[config.mk]
export PLATFORM = sky130hd
export DESIGN_NAME = fir_sample_packer
export DESIGN_NICKNAME = d
export VERILOG_FILES = /design/src/rtl/fir_pkg.sv /design/src/rtl/fir_sync_fifo.sv /design/src/rtl/fir_sample_packer.sv
export SDC_FILE = /design/constraint.sdc
export NUM_CORES = 1
export LEC_CHECK = 0
export CAP_MARGIN = 15
export CORE_ASPECT_RATIO = 1.25
export CORE_MARGIN = 8
export CORE_UTILIZATION = 50
export CTS_BUF_LIST = sky130_fd_sc_hd__clkbuf_8
export DETAILED_ROUTE_END_ITERATION = 12
export DONT_BUFFER_PORTS = 1
export HOLD_SLACK_MARGIN = 0.12
export PLACE_DENSITY = 0.73
export RECOVER_POWER = 100
export SYNTH_ARGS = -nofsm -noshare
export SYNTH_HDL_FRONTEND = slang
export SYNTH_HIERARCHICAL = 1
export SYNTH_SLANG_ARGS = --single-unit
[constraint.sdc]
create_clock -name clk -period 2.1 [get_ports clk]
set_input_delay 0.315 -clock clk [delete_from_list [all_inputs] [get_ports clk]]
set_output_delay 0.315 -clock clk [all_outputs]
set_load 0.02 [all_outputs]
[src/rtl/fir_pkg.sv]
// Shared constants and types for the FIR filter and its downstream packer.
// Holds the sample width, packing factor, FIFO depth and drop counter width.
package fir_pkg;

    localparam int DATA_W     = 8;
    localparam int PACK_N     = 4;
    localparam int FIFO_DEPTH = 4;
    localparam int DROP_CNT_W = 16;

    typedef logic signed [DATA_W-1:0]        sample_t;
    typedef logic        [DATA_W*PACK_N-1:0] word_t;
    typedef logic        [PACK_N-1:0]        keep_t;

endpackage

[src/rtl/fir_sync_fifo.sv]
// Generic synchronous first-word-fall-through FIFO with extra-MSB pointers.
// Ports: clk, rst (sync, active high), push/din, pop/dout, full, empty.
module fir_sync_fifo #(
    parameter int WIDTH = 8,
    parameter int DEPTH = 4
) (
    input  logic             clk,
    input  logic             rst,
    input  logic             push,
    input  logic [WIDTH-1:0] din,
    input  logic             pop,
    output logic [WIDTH-1:0] dout,
    output logic             full,
    output logic             empty
);

    localparam int AW = $clog2(DEPTH);

    logic [AW:0]      wr_q, wr_d;
    logic [AW:0]      rd_q, rd_d;
    logic [WIDTH-1:0] mem_q [DEPTH];
    logic [WIDTH-1:0] mem_d [DEPTH];
    logic             do_push;
    logic             do_pop;

    assign empty   = (wr_q == rd_q);
    assign full    = (wr_q[AW] != rd_q[AW]) &&
                     (wr_q[AW-1:0] == rd_q[AW-1:0]);
    assign do_pop  = pop && !empty;
    // A pop frees the head slot on the same edge, so a full FIFO can accept.
    assign do_push = push && (!full || do_pop);
    assign dout    = empty ? '0 : mem_q[rd_q[AW-1:0]];

    always_comb begin
        mem_d = mem_q;
        wr_d  = wr_q;
        rd_d  = rd_q;
        if (do_push) begin
            mem_d[wr_q[AW-1:0]] = din;
            wr_d = wr_q + 1'b1;
        end
        if (do_pop) begin
            rd_d = rd_q + 1'b1;
        end
    end

    always_ff @(posedge clk) begin
        if (rst) begin
            wr_q <= '0;
            rd_q <= '0;
            for (int i = 0; i < DEPTH; i++) begin
                mem_q[i] <= '0;
            end
        end else begin
            wr_q  <= wr_d;
            rd_q  <= rd_d;
            mem_q <= mem_d;
        end
    end

endmodule

[src/rtl/fir_sample_packer.sv]
// Packs PACK_N FIR samples per word into a FWFT FIFO on a valid/ready stream.
// Ports: clk, rst, i_valid/i_y/i_flush in; o_valid/o_ready/o_data/o_keep,
// o_drop_cnt out. Define FIR_PACK_DROP_CNT_EN to enable the drop counter.
module fir_sample_packer
    import fir_pkg::*;
#(
    parameter int DATA_W     = fir_pkg::DATA_W,
    parameter int PACK_N     = fir_pkg::PACK_N,
    parameter int FIFO_DEPTH = fir_pkg::FIFO_DEPTH
) (
    input  logic                     clk,
    input  logic                     rst,
    input  logic                     i_valid,
    input  logic [DATA_W-1:0]        i_y,
    input  logic                     i_flush,
    output logic                     o_valid,
    input  logic                     o_ready,
    output logic [DATA_W*PACK_N-1:0] o_data,
    output logic [PACK_N-1:0]        o_keep,
    output logic [DROP_CNT_W-1:0]    o_drop_cnt
);

    localparam int LW = $clog2(PACK_N);
    localparam int WW = DATA_W * PACK_N;

    logic [LW-1:0]        lane_q, lane_d;
    logic [WW-1:0]        asm_q, asm_d;
    logic [WW-1:0]        word_w;
    logic [PACK_N-1:0]    keep_w;
    logic [LW:0]          fill_w;
    logic                 complete_w;
    logic                 push_w;
    logic                 fifo_full;
    logic                 fifo_empty;
    logic [WW+PACK_N-1:0] fifo_dout;

    // fill_w counts lanes holding data once the current sample lands.
    always_comb begin
        word_w = asm_q;
        if (i_valid) begin
            word_w[lane_q*DATA_W +: DATA_W] = i_y;
        end
        fill_w     = {1'b0, lane_q} + {{LW{1'b0}}, i_valid};
        complete_w = i_valid && (lane_q == LW'(PACK_N - 1));
        push_w     = complete_w || (i_flush && (fill_w != '0));
        keep_w     = '0;
        for (int k = 0; k < PACK_N; k++) begin
            keep_w[k] = ((LW+1)'(k) < fill_w);
        end
    end

    always_comb begin
        lane_d = lane_q;
        asm_d  = asm_q;
        if (push_w) begin
            lane_d = '0;
            asm_d  = '0;
        end else if (i_valid) begin
            lane_d = lane_q + 1'b1;
            asm_d  = word_w;
        end
    end

    always_ff @(posedge clk) begin
        if (rst) begin
            lane_q <= '0;
            asm_q  <= '0;
        end else begin
            lane_q <= lane_d;
            asm_q  <= asm_d;
        end
    end

    fir_sync_fifo #(
        .WIDTH (WW + PACK_N),
        .DEPTH (FIFO_DEPTH)
    ) u_fifo (
        .clk   (clk),
        .rst   (rst),
        .push  (push_w),
        .din   ({keep_w, word_w}),
        .pop   (o_ready),
        .dout  (fifo_dout),
        .full  (fifo_full),
        .empty (fifo_empty)
    );

    assign o_valid          = !fifo_empty;
    assign {o_keep, o_data} = fifo_dout;

`ifdef FIR_PACK_DROP_CNT_EN
    logic [DROP_CNT_W-1:0] drop_cnt_q, drop_cnt_d;
    logic                  drop_w;

    // Full implies o_valid, so o_ready alone decides whether a slot frees.
    assign drop_w = push_w && fifo_full && !o_ready;

    always_comb begin
        drop_cnt_d = drop_cnt_q;
        if (drop_w && (drop_cnt_q != '1)) begin
            drop_cnt_d = drop_cnt_q + 1'b1;
        end
    end

    always_ff @(posedge clk) begin
        if (rst) begin
            drop_cnt_q <= '0;
        end else begin
            drop_cnt_q <= drop_cnt_d;
        end
    end

    assign o_drop_cnt = drop_cnt_q;
`else
    logic unused_full;

    assign unused_full = fifo_full;
    assign o_drop_cnt  = '0;
`endif

endmodule

==> results.md, run 1 <==
- Pwr Density: around 700 mW/mm^2
- Worst ir drop on vdd: between 0.3 and 0.4 mV
- DR pass1 iterations: 5
- Final period utilization: 106%
- Yosys warning total: 6
- Max Cap Viol: 0
- Maximum fanout along the worst path: 14
- Number of global-route vias before repair: approximately 6200
- CTS tree: done
- Number of antenna diodes: 0
- Area Growth Syn to Fin: 21.3%
- Outcome: complete, but fails checks
- Minimum clock period: 2.23 ns
- Placed cell area: ~0.0097 mm^2
- Clock buffer depth: 2
- Syn Area/Cell: approximately 11 um^2
- Die Ht: 166 um
- Critical path type: reg -> out
- Pre-CTS setup slack: -0.0121 ns
- Via count: around 6400
- Die width: between 100 and 150 um
- Port Buffers: 0
- Clock skew: roughly 0.010 ns
- Maximum clock frequency: ~450 MHz
- Row count: 54
- Final ANT Viol Nets: 0
- Synthesized area: 0.00897 mm^2
- Critical Path Source Type: flip-flop
- Placed Cells: 1103
- Die ar.: 0.0225 mm^2
- Root Buffer: clkbuf_8
- Largest net degree at the start of global routing: ~160
- Total CTS buffers: 17
- Gr ovfl total: 0
- First DRT Iteration DRCs: a little over 500
- Initial core utilization: slightly above 50%
- Placer Congestion: a little over 0.8
- Via-per-instance ratio: 5.47
- Ratio of cells with drive above 1 in the final layout: a little under a quarter
- Reg clk slew, reported paths: around 0.090 ns
- Worst EP required: 1.78 ns
- Register area: between 0.003 and 0.004 mm^2
- Tot GR Track Use: between 10% and 20%
- Slew Limit Fails: 0
- Crit. End Element: output pin
- H-tree level count: 4
- Filler Cell Count: roughly 1400
- Clk_lat worst skew: 0.47 ns
- P_leak: 4.83 nW
- I/O pin total: 66
- Final worst slack: -0.132 ns
- Data arrival time of the worst path: about 1.9 ns
- Final instance area: between 0.01 and 0.015 mm^2
- Post-Synthesis Cells: between 800 and 900
- Worst Tran Pin Value: roughly 0.95 ns
- Rel. slew slack: 36.7%
- Initial antenna violation count: 0
- Failing checks: negative setup slack
- Final #Nets: 962
- Core area: 0.0175 mm^2
- Setup-failing EPs final: 38
- First-pass GRT wire length: 33.4 mm
- Clk sink count: ~180
- Final Hold Fails: 0
- Remaining DRCs: 0
- Hold crit path type: in -> reg
- Area of the multi-input gates: around 0.0049 mm^2
- RSZ-0062 raised after global routing: yes
- Finished Layout Cells: about 1200
- Routed wire length: 22.3 mm
- Hpwl dp: about 13 mm
- WL/cell: 19.0 um
==> cell usage in the layout (no fill, tap or decap), types with 9 or more instances in the layout <==
master           n
clkbuf_8        19
and2_1          23
mux2i_1        109
ha_1            10
a32oi_1         21
nand2_1         11
nor2_1          29
conb_1          16
clkbuf_16        9
buf_12          21
inv_1           36
nor2b_1         37
o21ai_0         31
mux4_2          36
buf_4           72
dfxtp_1        179
dlygate4sd3_1   11
nand2b_1       145
nand3b_1        37
==> stage by stage <==
step,TNS (ns),power (W),hold slack [ns],util (%)
2_1_floorplan,0,0.00468,0.437,-
3_3_place_gp,0,0.00505,0.409,55.3
3_5_place_dp,-0.0121,0.00506,0.410,55.3
4_1_cts,-5.15,0.00776,0.124,59.8
5_1_grt,-7.51,0.00803,0.144,62.2
6_report,-4.03,0.00776,0.141,62.2
==> worst paths after layout <==
kind | startpoint | end | slack (ns) | cells past startpoint
worst max-delay path | u_fifo/rd_q[1] | o_data[24] | -0.13 | 4
worst min-delay path | rst | u_fifo/mem_q[48] | 0.14 | 2
worst max register to register | lane_q[0] | u_fifo/mem_q[67] | -0.06 | 11
worst min register to register | asm_q[14] | asm_q[14] | 0.47 | 2
==> power by group <==
| part | switching (W) | internal (W) | leakage [nW] |
|---|---|---|---|
| clock network | 0.00127 | 0.000870 | 0.187 |
| registers | 0.0000450 | 0.00354 | 1.49 |
| logic | 0.00104 | 0.000998 | 3.16 |
==> layout make-up <==
| cell class | instances | area share, % |
|---|---|---|
| clock inverter | 13 | 0.770 |
| inverter | 34 | 1.22 |
| tap | 224 | 2.58 |
| timing repair buffer | 124 | 14.0 |
| multi-input combinational | 575 | 45.0 |
| clock buffer | 19 | 2.40 |
| sequential | 184 | 34.0 |
==> per-layer routing <==
| layer | routed length [um] | share of wire (%) | track usage, % | vias up |
|---|---|---|---|---|
| li1 | - | - | - | 3062 |
| met1 | 9670 | 43 | 24.0 | 3207 |
| met2 | 11100 | 50 | 30.2 | 126 |
| met3 | 1090 | 4.9 | 4.48 | 25 |
| met4 | 376 | 1.7 | 5.66 | 0 |
| met5 | 0 | 0 | 0 | - |
==> sequential cells by signal (all words and copies together), names as in the netlist <==
signal        cells
asm_q            32
lane_q            2
u_fifo/mem_q    144
u_fifo/rd_q       3
u_fifo/wr_q       3
==> worst max-delay path, stage by stage (launching register included) <==
cell     delay (ns)
dfxtp_4        0.43
buf_12         0.19
mux4_2         0.52
nor2b_1        0.15
buf_4          0.15
==> what timing repair did <==
item,in CTS,in global routing
buffers inserted,7,7
cloned,5,9
hold buffers,12,0
resized for setup,30,28
hold endpoints to repair,158,0
setup endpoints to repair,43,176
pin swaps,5,5
Power figures use the tool's default switching activity.
==> run 2, diff against run 1 <==
--- a/config.mk
+++ b/config.mk
@@ -13,7 +13,7 @@
 export DETAILED_ROUTE_END_ITERATION = 12
 export DONT_BUFFER_PORTS = 1
 export HOLD_SLACK_MARGIN = 0.12
-export PLACE_DENSITY = 0.73
+export PLACE_DENSITY = 0.7
 export RECOVER_POWER = 100
 export SYNTH_ARGS = -nofsm -noshare
 export SYNTH_HDL_FRONTEND = slang
==> constraint.sdc (replaced) <==
create_clock -name clk -period 2.61 [get_ports clk]
set_input_delay 0.3915 -clock clk [delete_from_list [all_inputs] [get_ports clk]]
set_output_delay 0.3915 -clock clk [all_outputs]
set_load 0.02 [all_outputs]
==> run 2 against run 1 <==
Against the previous run: the run now ends clean; wire length is 8.7% lower; count of clock-buffer cells in the layout is 1 lower; worst hold slack better by 0.026 ns; combinational power is 47% lower; first-iteration DRC count is 11% lower; utilization is 6.7 points lower; cell count is 5.2% lower; flip-flop and latch count stayed put; clock skew is 0.0060 ns higher; global-route usage is 0.17 points lower; die area stayed put; worst setup slack better by 0.23 ns.
==> results.md, run 2 (synthesized netlist as in run 1, its figures left out) <==
- Outcome: finished clean
- Gr ovfl total: 0
- Die Ht: 166 um
- Post-Route Setup TNS: 0 ns
- Maximum fanout along the worst path: 26
- Core area: 0.0175 mm^2
- Clock share of power: around a third
- Finished Layout Cells: approximately 1100
- Grt met1 use: roughly a quarter
- Total CTS buffers: 17
- Number of global-route vias before repair: 6223
- First-pass GRT wire length: ~33 mm
- CP startpoint: u_fifo/rd_q[0]
- Rel. slew slack: a little over a fifth
- WL/cell: 18.3 um
- Final ANT Viol Nets: 0
- Die width: 136 um
- RSZ-0062 raised after global routing: no
- Number of antenna diodes: 0
- I/O pin total: 66
- Root Buffer: clkbuf_8
- Final #Nets: roughly 900
- Reg power frac: ~48%
- Int Power: between 0.004 and 0.005 W
- Slowest CP cell: mux4_2
- Worst EP required: around 2.2 ns
- Row count: between 50 and 60
- Routed wire length: a little over 20 mm
- Minimum clock period: between 2 and 3 ns
- Clock skew: around 0.016 ns
- Hpwl dp: ~12 mm
- Reg clk slew, reported paths: 0.09 ns
- GRT met2 Usage: ~30%
- Hold crit path type: in -> reg
- Commonest non-fill, non-tap cells in the layout: 181 x dfxtp_1, 146 x nand2b_1, 111 x mux2i_1
- Slew Limit Fails: 0
- Remaining DRCs: 0
- Ratio of cells with drive above 1 in the final layout: about 15%
- Max Cap Viol: 0
- Placed Cells: about 1100
- Via count: about 6100
- Met3 global-route usage: 4.03%
- Die ar.: ~0.023 mm^2
- Clk sink count: 184
- Final period utilization: 96.3%
- Crit-path leading delay family: buffers and inverters
- Tot GR Track Use: 18.5%
- First DRT Iteration DRCs: 453
- Via-per-instance ratio: between 5 and 6
- Largest net degree at the start of global routing: 80
- Worst path max stage delay: ~0.38 ns
- Max reg flops: between 100 and 150
- Critical path type: reg -> out
- Top reg by flops: u_fifo/mem_q
- Data arrival time of the worst path: about 2.1 ns
- Gr busiest metal: met2
- CTS tree: done
- Clock buffer depth: 2
- Port Buffers: 0
- Worst ir drop on vdd: approximately 0.31 mV
- Final Hold Fails: 0
- Initial core utilization: 51.3%
- Worst Tran Pin Value: between 1 and 1.5 ns
- Placer Congestion: 0.800
- P_leak: ~4.3 nW
- Layout Utilization: between 50 and 60%
- Clk_lat worst skew: 0.46 ns
- H-tree level count: 4
- CP cell instances: buf_4 -> buf_6 -> mux4_2 -> nor2b_1 -> buf_2
- DR pass1 iterations: 4
- Top Registers: u_fifo/mem_q x144, asm_q x32
- NetSw: 0.00171 W
- Maximum clock frequency: a little under 400 MHz
- Setup-failing EPs final: 0
- Pre-CTS setup slack: 0.0441 ns
- Initial antenna violation count: 0
- Buf+Inv Stages, Crit Path: 3
- Pwr Density: between 600 and 700 mW/mm^2
- Critical Path Source Type: flip-flop
- Crit. End Element: output pin
- Final worst slack: between 0.09 and 0.1 ns
- Area Growth Syn to Fin: 8.26%
- RR Startpoint: lane_q[0]
- Sw Share: between 20% and 30%
- Commonest non-fill, non-tap cell in the layout: dfxtp_1
- Combinational share of power: around 18%
- Min-Delay Startpoint: rst
[run 2: changes by cell type in the layout (fill, tap and decap cells not counted), sizes merged]
| cell | change |
|---|---|
| dlygate4sd3 | -3 |
| clkinv | -1 |
| buf | -70 |
| bufinv | +3 |
| clkbuf | +12 |
| bufbuf | -1 |
| inv | -1 |
[run 2: worst reg2reg max path, delay by kind of cell, from the launching register on]
kind | cells | cell delay (ns)
adder cells (fa/ha/maj) | 2 | 0.44
buffers and inverters | 3 | 0.53
AND/OR/NAND/NOR | 4 | 0.38
flip-flops | 1 | 0.36
AO/OA/AOI/OAI | 3 | 0.58
[run 2: path summary, 6_finish.rpt]
kind | to | slack (ns) | cells past startpoint
hold / removal | u_fifo/mem_q[128] | 0.17 | 2
setup / recovery | o_data[13] | 0.1 | 5
setup reg to reg | u_fifo/mem_q[10] | 0.26 | 12
hold reg to reg | asm_q[14] | 0.47 | 2
[run 2: timing repair]
| item | CTS | global route |
|---|---|---|
| endpoints found under the setup margin | 24 | 141 |
| hold endpoints to repair | 84 | 0 |
| pin swaps | 0 | 1 |
| gates cloned | 0 | 0 |
| hold buffers | 10 | 0 |
| resized for setup | 1 | 2 |
| setup buffers | 0 | 1 |
[run 2: final cells by class]
| cell class | count | area, um^2 |
|---|---|---|
| clock buffer | 18 | 248 |
| clock inverter | 14 | 171 |
| fill | 1514 | 7790 |
| inverter | 34 | 128 |
| multi-input combinational | 575 | 4720 |
| sequential | 184 | 3690 |
| tap | 224 | 280 |
| timing repair buffer | 63 | 477 |
[run 2: power by group through the flow]
stage / Clock (W) / Sequential [W] / Combinational [W]
2_1_floorplan: 0 / 0.00293 / 0.000836
3_3_place_gp: 0 / 0.00293 / 0.00103
3_5_place_dp: 0 / 0.00293 / 0.00103
4_1_cts: 0.00205 / 0.00287 / 0.00109
5_1_grt: 0.00213 / 0.00287 / 0.00117
6_report: 0.00200 / 0.00287 / 0.00109
[run 2: through the flow]
step                      cell area [um^2]  hold WS [ns]  power (W)
final                                 9710         0.166    0.00596
after global placement                9240         0.447    0.00396
after floorplan                       9030         0.437    0.00376
after detailed placement              9260         0.452    0.00396
after global routing                  9710         0.129    0.00618
after CTS                             9810         0.121    0.00601
[run 2: per-layer routing]
| layer | vias up | wire length (um) | part of all wire (%) |
|---|---|---|---|
| li1 | 2940 | - | - |
| met1 | 2989 | 9110 | 45 |
| met2 | 120 | 9830 | 48 |
| met3 | 23 | 1040 | 5.1 |
| met4 | 0 | 333 | 1.6 |
| met5 | - | 0 | 0 |
